File: src/rtl/mod_reconstruct.sv
// mod_reconstruct
// ---------------------------------------------------------------------------
// Sequential inverse of the modulo/divide unit: rebuilds the dividend
// a = q*b + r with an N-step shift-add multiplier and flags results that
// overflow N bits (ovf) or carry an inconsistent remainder (inv).
//
// Handshake: start is accepted in IDLE or DONE; busy is high while the N
// iterations run; done pulses for one cycle when a/ovf/inv become valid.
// Results are held until the next DONE.
//
// Build option: define MOD_RECON_CHECK_EN to compile in the remainder
// consistency comparator (b == 0 or r >= b). Without it, inv is tied to 0
// and everything else is unchanged.
// ---------------------------------------------------------------------------
module mod_reconstruct #(
    parameter int N = 4
) (
    input  logic         clk,
    input  logic         rst,
    input  logic         start,
    input  logic [N-1:0] b,
    input  logic [N-1:0] q,
    input  logic [N-1:0] r,
    output logic         busy,
    output logic         done,
    output logic [N-1:0] a,
    output logic         ovf,
    output logic         inv
);

    // Count has to hold 0..N-1; one extra bit of headroom keeps N = 2^k safe.
    localparam int CW = $clog2(N + 1);

    typedef enum logic [1:0] {
        ST_IDLE = 2'd0,
        ST_RUN  = 2'd1,
        ST_DONE = 2'd2
    } state_t;

    state_t          state_q;
    logic [CW-1:0]   count_q;
    logic [2*N-1:0]  acc_q;      // running sum, starts at zero-extended r
    logic [2*N-1:0]  mcand_q;    // b shifted left once per iteration
    logic [N-1:0]    qsh_q;      // quotient shifted right once per iteration
    logic            inv_lat_q;  // inconsistency flag captured at start

    logic            busy_q;
    logic            done_q;
    logic [N-1:0]    a_q;
    logic            ovf_q;
    logic            inv_q;

    logic [2*N-1:0]  acc_d;      // accumulator after this cycle's add
    logic            inv_cond_d; // inconsistency of the operands on the bus
    logic            last_iter_s;
    logic            accept_s;

    // Accumulator next value: add the shifted multiplicand when the current q bit is set.
    always_comb begin
        acc_d = acc_q;
        if (qsh_q[0]) begin
            acc_d = acc_q + mcand_q;
        end else begin
            acc_d = acc_q;
        end
    end

    // Remainder consistency check on the incoming operands (optional comparator).
    always_comb begin
        inv_cond_d = 1'b0;
`ifdef MOD_RECON_CHECK_EN
        if ((b == {N{1'b0}}) || (r >= b)) begin
            inv_cond_d = 1'b1;
        end else begin
            inv_cond_d = 1'b0;
        end
`else
        inv_cond_d = 1'b0;
`endif
    end

    // Decode of the final iteration and of an acceptable start request.
    always_comb begin
        last_iter_s = 1'b0;
        accept_s    = 1'b0;
        if (count_q == CW'(N - 1)) begin
            last_iter_s = 1'b1;
        end else begin
            last_iter_s = 1'b0;
        end
        if (start && ((state_q == ST_IDLE) || (state_q == ST_DONE))) begin
            accept_s = 1'b1;
        end else begin
            accept_s = 1'b0;
        end
    end

    // Control FSM with datapath and registered outputs; reset aborts any run.
    always_ff @(posedge clk or posedge rst) begin
        if (rst) begin
            state_q   <= ST_IDLE;
            count_q   <= {CW{1'b0}};
            acc_q     <= {(2*N){1'b0}};
            mcand_q   <= {(2*N){1'b0}};
            qsh_q     <= {N{1'b0}};
            inv_lat_q <= 1'b0;
            busy_q    <= 1'b0;
            done_q    <= 1'b0;
            a_q       <= {N{1'b0}};
            ovf_q     <= 1'b0;
            inv_q     <= 1'b0;
        end else begin
            case (state_q)
                ST_IDLE, ST_DONE: begin
                    done_q <= 1'b0;
                    if (accept_s) begin
                        // Latch operands and seed the shift-add datapath.
                        state_q   <= ST_RUN;
                        busy_q    <= 1'b1;
                        count_q   <= {CW{1'b0}};
                        acc_q     <= {{N{1'b0}}, r};
                        mcand_q   <= {{N{1'b0}}, b};
                        qsh_q     <= q;
                        inv_lat_q <= inv_cond_d;
                    end else begin
                        state_q <= ST_IDLE;
                        busy_q  <= 1'b0;
                    end
                end
                ST_RUN: begin
                    // start is ignored here; operands stay as latched.
                    acc_q   <= acc_d;
                    mcand_q <= mcand_q << 1;
                    qsh_q   <= qsh_q >> 1;
                    count_q <= count_q + CW'(1);
                    if (last_iter_s) begin
                        state_q <= ST_DONE;
                        busy_q  <= 1'b0;
                        done_q  <= 1'b1;
                        a_q     <= acc_d[N-1:0];
                        ovf_q   <= |acc_d[2*N-1:N];
                        inv_q   <= inv_lat_q;
                    end else begin
                        state_q <= ST_RUN;
                        busy_q  <= 1'b1;
                        done_q  <= 1'b0;
                    end
                end
                default: begin
                    state_q <= ST_IDLE;
                    busy_q  <= 1'b0;
                    done_q  <= 1'b0;
                end
            endcase
        end
    end

    assign busy = busy_q;
    assign done = done_q;
    assign a    = a_q;
    assign ovf  = ovf_q;
    assign inv  = inv_q;

endmodule

File: config.mk
export PLATFORM = sky130hd
export DESIGN_NAME = mod_reconstruct
export DESIGN_NICKNAME = d
export VERILOG_FILES = /design/src/rtl/mod_reconstruct.sv
export SDC_FILE = /design/constraint.sdc
export NUM_CORES = 1
export LEC_CHECK = 0
export CORE_ASPECT_RATIO = 2
export CORE_MARGIN = 2
export CORE_UTILIZATION = 31
export CTS_CLUSTER_SIZE = 10
export DETAILED_ROUTE_END_ITERATION = 6
export PLACE_DENSITY_LB_ADDON = 0.08
export SETUP_SLACK_MARGIN = 0.4
export SLEW_MARGIN = 20
export SYNTH_ARGS = -nofsm -noshare
export SYNTH_HDL_FRONTEND = slang
export SYNTH_SLANG_ARGS = --single-unit
File: constraint.sdc
create_clock -name clk -period 2.35 [get_ports clk]
set_clock_uncertainty 0.1 [all_clocks]
set_input_delay 0.235 -clock clk [delete_from_list [all_inputs] [get_ports clk]]
set_output_delay 0.235 -clock clk [all_outputs]
set_load 0.1 [all_outputs]
# ---- Word-level counts from Yosys, hierarchy flattened
# Index checks and enable logic that the tools add are counted.
# Widths: inputs -> output; s select.
dict set report totals {
  ff_bits 32
  input_bits 15
  word_cells 42
}
dict set report classes {
  addsub 2
  eq_ne 4
  muxes 19
  reduce_logical 8
}
# cell n
set ops {}
lappend ops {{$pmux 8 s2} 2}
lappend ops {{$mux 8} 3}
lappend ops {{$add 8x8->8} 1}
lappend ops {{$pmux 4 s2} 1}
lappend ops {{$mux 1} 7}
lappend ops {{$pmux 3 s2} 1}
lappend ops {{$mux 4} 1}
lappend ops {{$pmux 2 s2} 1}
lappend ops {{$reduce_and 2->1} 2}
lappend ops {{$reduce_or 4->1} 1}
lappend ops {{$add 3x1->3 const B} 1}
lappend ops {{$eq 3x2->1 const B} 1}
lappend ops {{$mux 3} 1}
lappend ops {{$eq 2x1->1 const B} 1}
lappend ops {{$eq 2x2->1 const B} 1}
lappend ops {{$logic_not 2->1} 1}
lappend ops {{$mux 2} 1}
lappend ops {{$ne 2x2->1 const B} 1}
lappend ops {{$pmux 1 s2} 1}
lappend ops {{$reduce_bool 2->1} 1}
lappend ops {{$reduce_or 2->1} 1}
lappend ops {{$logic_and 1x1->1} 1}
lappend ops {{$logic_or 1x1->1} 1}

# ---- Longest topological paths before layout
dict set report depth {
  word_depth 6
  mapped_depth 9
}

# ---- Worst setup path before layout
# No wires, ideal clock.
dict set report synth_path {
  path_kind {register -> register}
  start {reg acc_q[0]}
  end {reg ovf_q (netlist: ovf)}
  setup_ns 0.133
  arrival_ns 1.902
  t_required_ns 2.117
  path_slack_ns 0.215
  path_stages_with_launch 10
  n_path_buf 0
  synth_period_minus_slack_ns 2.135
  path_cell_list {dfrtp_1 > ha_1 > inv_1 > fa_1 > nand2b_1 > a21oi_1 > o21a_1 > or3_2 > a31oi_1 > a31oi_1}
}
dict set report synth_via {
  elab_chain_len 3
}
# element line
set synth_lines {}
lappend synth_lines {{start: declaration} 42} ;# logic [2*N-1:0] acc_q;
lappend synth_lines {{start signal: assignment} 103} ;# acc_q <= {(2*N){1'b0}};
lappend synth_lines {{start signal: assignment} 121} ;# acc_q <= {{N{1'b0}}, r};
lappend synth_lines {{$add 8x8->8} 62} ;# acc_d = acc_q + mcand_q;
lappend synth_lines {{$mux 8} 61} ;# if (qsh_q[0]) begin
lappend synth_lines {{$reduce_or 4->1} 141} ;# ovf_q <= |acc_d[2*N-1:N];
lappend synth_lines {{end signal: assignment} 141}
lappend synth_lines {{end: declaration} 50} ;# logic ovf_q;
# Every way passes these cells.
# A chain may end at the register's enable or synchronous reset.

# ---- Worst setup path in the final report
dict set report layout_path {
  start {reg mcand_q[0]}
  end {reg ovf_q (netlist: ovf)}
}
dict set report layout_via {
  elab_chain_len 3
}
# element line
set layout_lines {}
lappend layout_lines {{start: declaration} 43} ;# logic [2*N-1:0] mcand_q;
lappend layout_lines {{start signal: assignment} 104} ;# mcand_q <= {(2*N){1'b0}};
lappend layout_lines {{start signal: assignment} 122} ;# mcand_q <= {{N{1'b0}}, b};
lappend layout_lines {{start signal: assignment} 133} ;# mcand_q <= mcand_q << 1;
lappend layout_lines {{$add 8x8->8} 62}
lappend layout_lines {{$mux 8} 61}
lappend layout_lines {{$reduce_or 4->1} 141}
# Every way passes these cells.

==> flow_summary.yaml <==
clock_tree:
  htree_levels: 2
  cts_hold_buf: 0
  numCtsBuffers: 5
  cts_tree: "done"
  clock-sinks: 30
  cts_root_buffer: "clkbuf_8"
  clockBufferDepth: 2
  clk_pin_slew_ns: 0.06
  insertion_delay_ns: 0.28
sta:
  timing.final.crit_period_ns: 2.13
  slew_violations: 0
  worst_slew_pin_slew_ns: 0.646
  hold_viol_final: 0
  slew_headroom_pct: 56.9
  rsz0062_at_grt: "true"
  finalCritPeriodShare_pct: 90.8
  clock.fmax_mhz: 469
  setup_tns_ns: 0
  setup_ws_ns: 0.217
  setup_viol: 0
route:
  first_iter_violations: 20
  vias: 1387
  routed_wl_mm: 4.13
  wl_per_cell_um: 15.5
  drc: 0
  viasPerCell: 5.21
  first_pass_iters: 4
  ant_nets: 0
place:
  finalWeightedCongestion: 0.753
  dp_slack_ns: 0.0811
  numPortBuffers: 21
  dp_hpwl_mm: 2.98
cells_and_area:
  area_delta_synth_final_pct: 32.4
  multiInputGateArea_sq_mm: 0.00100
  regArea_sq_um: 753
  antennaDiodeCount: 0
  mostFrequentLayoutCells: "28 x nand2_1, 28 x dfrtp_1, 18 x buf_4, 14 x clkdlybuf4s50_1, 12 x nor2_1"
  fill_cells: 547
  final_nets: 230
  layout-drive-gt1-share_pct: 26.7
  fin_util_pct: 41.8
synth:
  syn_area_sq_mm: 0.00168
  ys_ff_latch: 30
  synth.largest_area_cell: "dfrtp_1"
  ys_seq_area_share_pct: 44.6
  synthCells: 174
  synth_top_area_share_pct: 44.6
  ys_types: 44
  syn_avg_cell_area_sq_um: 9.67
  ys.warnings.count: 0
  synth_edf_count: 0
  async_flop_share_pct: 100
  synth_nets: 199
  synth_area_leaders: "dfrtp_1 45%, ha_1 6.7%, nand2_1 6.2%"
  synth_ff_type: "dfrtp_1"
global_route:
  grt_max_degree: 31
  antenna_found_initial: 0
  track_usage_pct: 15.4
  grt-ovfl-total: 0
  grt_pass1_wl_mm: 7.16
  grt_pass1_vias: 1479
hold_path:
  hp-class: "primary input to asynchronous set/reset pin"
worst_setup_path:
  arrival_ns: 2.18
  criticalPathCategory: "flop to flop"
  required_ns: 2.39
  critPathLaunchType: "flop"
  cp-end-kind: "flop"
  worstPathMaxFanout: 2
outcome:
  outcome: "finished, final reports clean"
die:
  pin_count: 23
  dieArea_sq_mm: 0.00607
  die_h_um: 108
  initial_utilization_pct: 31.6
  die_x_um: 56.1
  rows: 38
  coreArea_sq_mm: 0.00533
job:
  maxCapViolCount: 0
cell usage after synthesis (3+ instances only):
library cell,count
dfrtp_1,30
nand2_1,28
nor2_1,12
o21ai_0,12
ha_1,9
a21oi_1,8
a22o_1,8
inv_1,7
a31oi_1,6
clkbuf_1,5
nand2b_1,4
mux2i_1,3
nor3_1,3
xnor2_1,3
critical path, cell delays in order (launching register included):
cell and delay [ns]:
dfrtp_1 0.42, ha_4 0.18, inv_2 0.05, fa_2 0.20, nand2b_4 0.15, a21oi_4 0.07, o21a_1 0.21, or3_4 0.34
a31oi_4 0.17, a31oi_1 0.10
per-stage QoR:
step	std cells	cell area, sq um	hold WS (ns)
after detailed placement	253	1980	0.374
final	266	2230	0.230
after global routing	266	2230	0.324
after global placement	253	1980	0.366
after CTS	264	2170	0.253
after floorplan	174	1720	0.226
routing by layer:
metal / share of wire [%] / wire (um) / track usage (%)
met1: 44 / 1810 / 18.5
met5: 0 / 0 / 0
met4: 1.9 / 80 / 7.14
met2: 52 / 2140 / 26.3
met3: 2.4 / 98 / 2.99
flip-flops by register name, indices dropped and copies added (netlist names):
signal   cells
done         1
mcand_q      8
ovf          1
acc_q        8
count_q      3
qsh_q        4
a            4
state_q      1
cell type report:
class | instances | share of cell area (%)
multi-input combinational | 128 | 45.0
clock buffer | 7 | 3.87
sequential | 30 | 33.8
clock inverter | 1 | 0.225
timing repair buffer | 32 | 12.4
inverter | 8 | 1.35
tap | 60 | 3.37
repair_timing:
action | in CTS | in global routing
pin swaps | 9 | 11
endpoints found under the hold margin | 0 | 0
setup endpoints to repair | 4 | 4
resized for setup | 15 | 5
setup buffers | 3 | 2
worst paths after layout:
kind,end,from,slack (ns),cells past startpoint
min in group clk,count_q[2],count_q[2],0.39,2
max in group asynchronous,done,rst,1.60,3
min,a[0],rst,0.23,3
min reg2reg,count_q[2],count_q[2],0.39,2
max reg2reg,ovf,mcand_q[0],0.22,9
max,ovf,mcand_q[0],0.22,9
cell families (layout without fill, tap and decap cells):
logic type               after synthesis  count (layout)  synth area share [%]
flip-flops                            30              30                  44.6
AND/OR/NAND/NOR                       56              56                  15.0
adder cells (fa/ha/maj)               10              10                  7.88
other                                  1               1                 0.223
AO/OA/AOI/OAI                         54              54                  23.3
multiplexers                           4               4                  2.45
buffers and inverters                 16              48                  4.98
XOR/XNOR                               3               3                  1.56
Power is left out: the tool's default activity adds up to more than one toggle a clock period on the data nets, which glitch-free logic cannot reach.
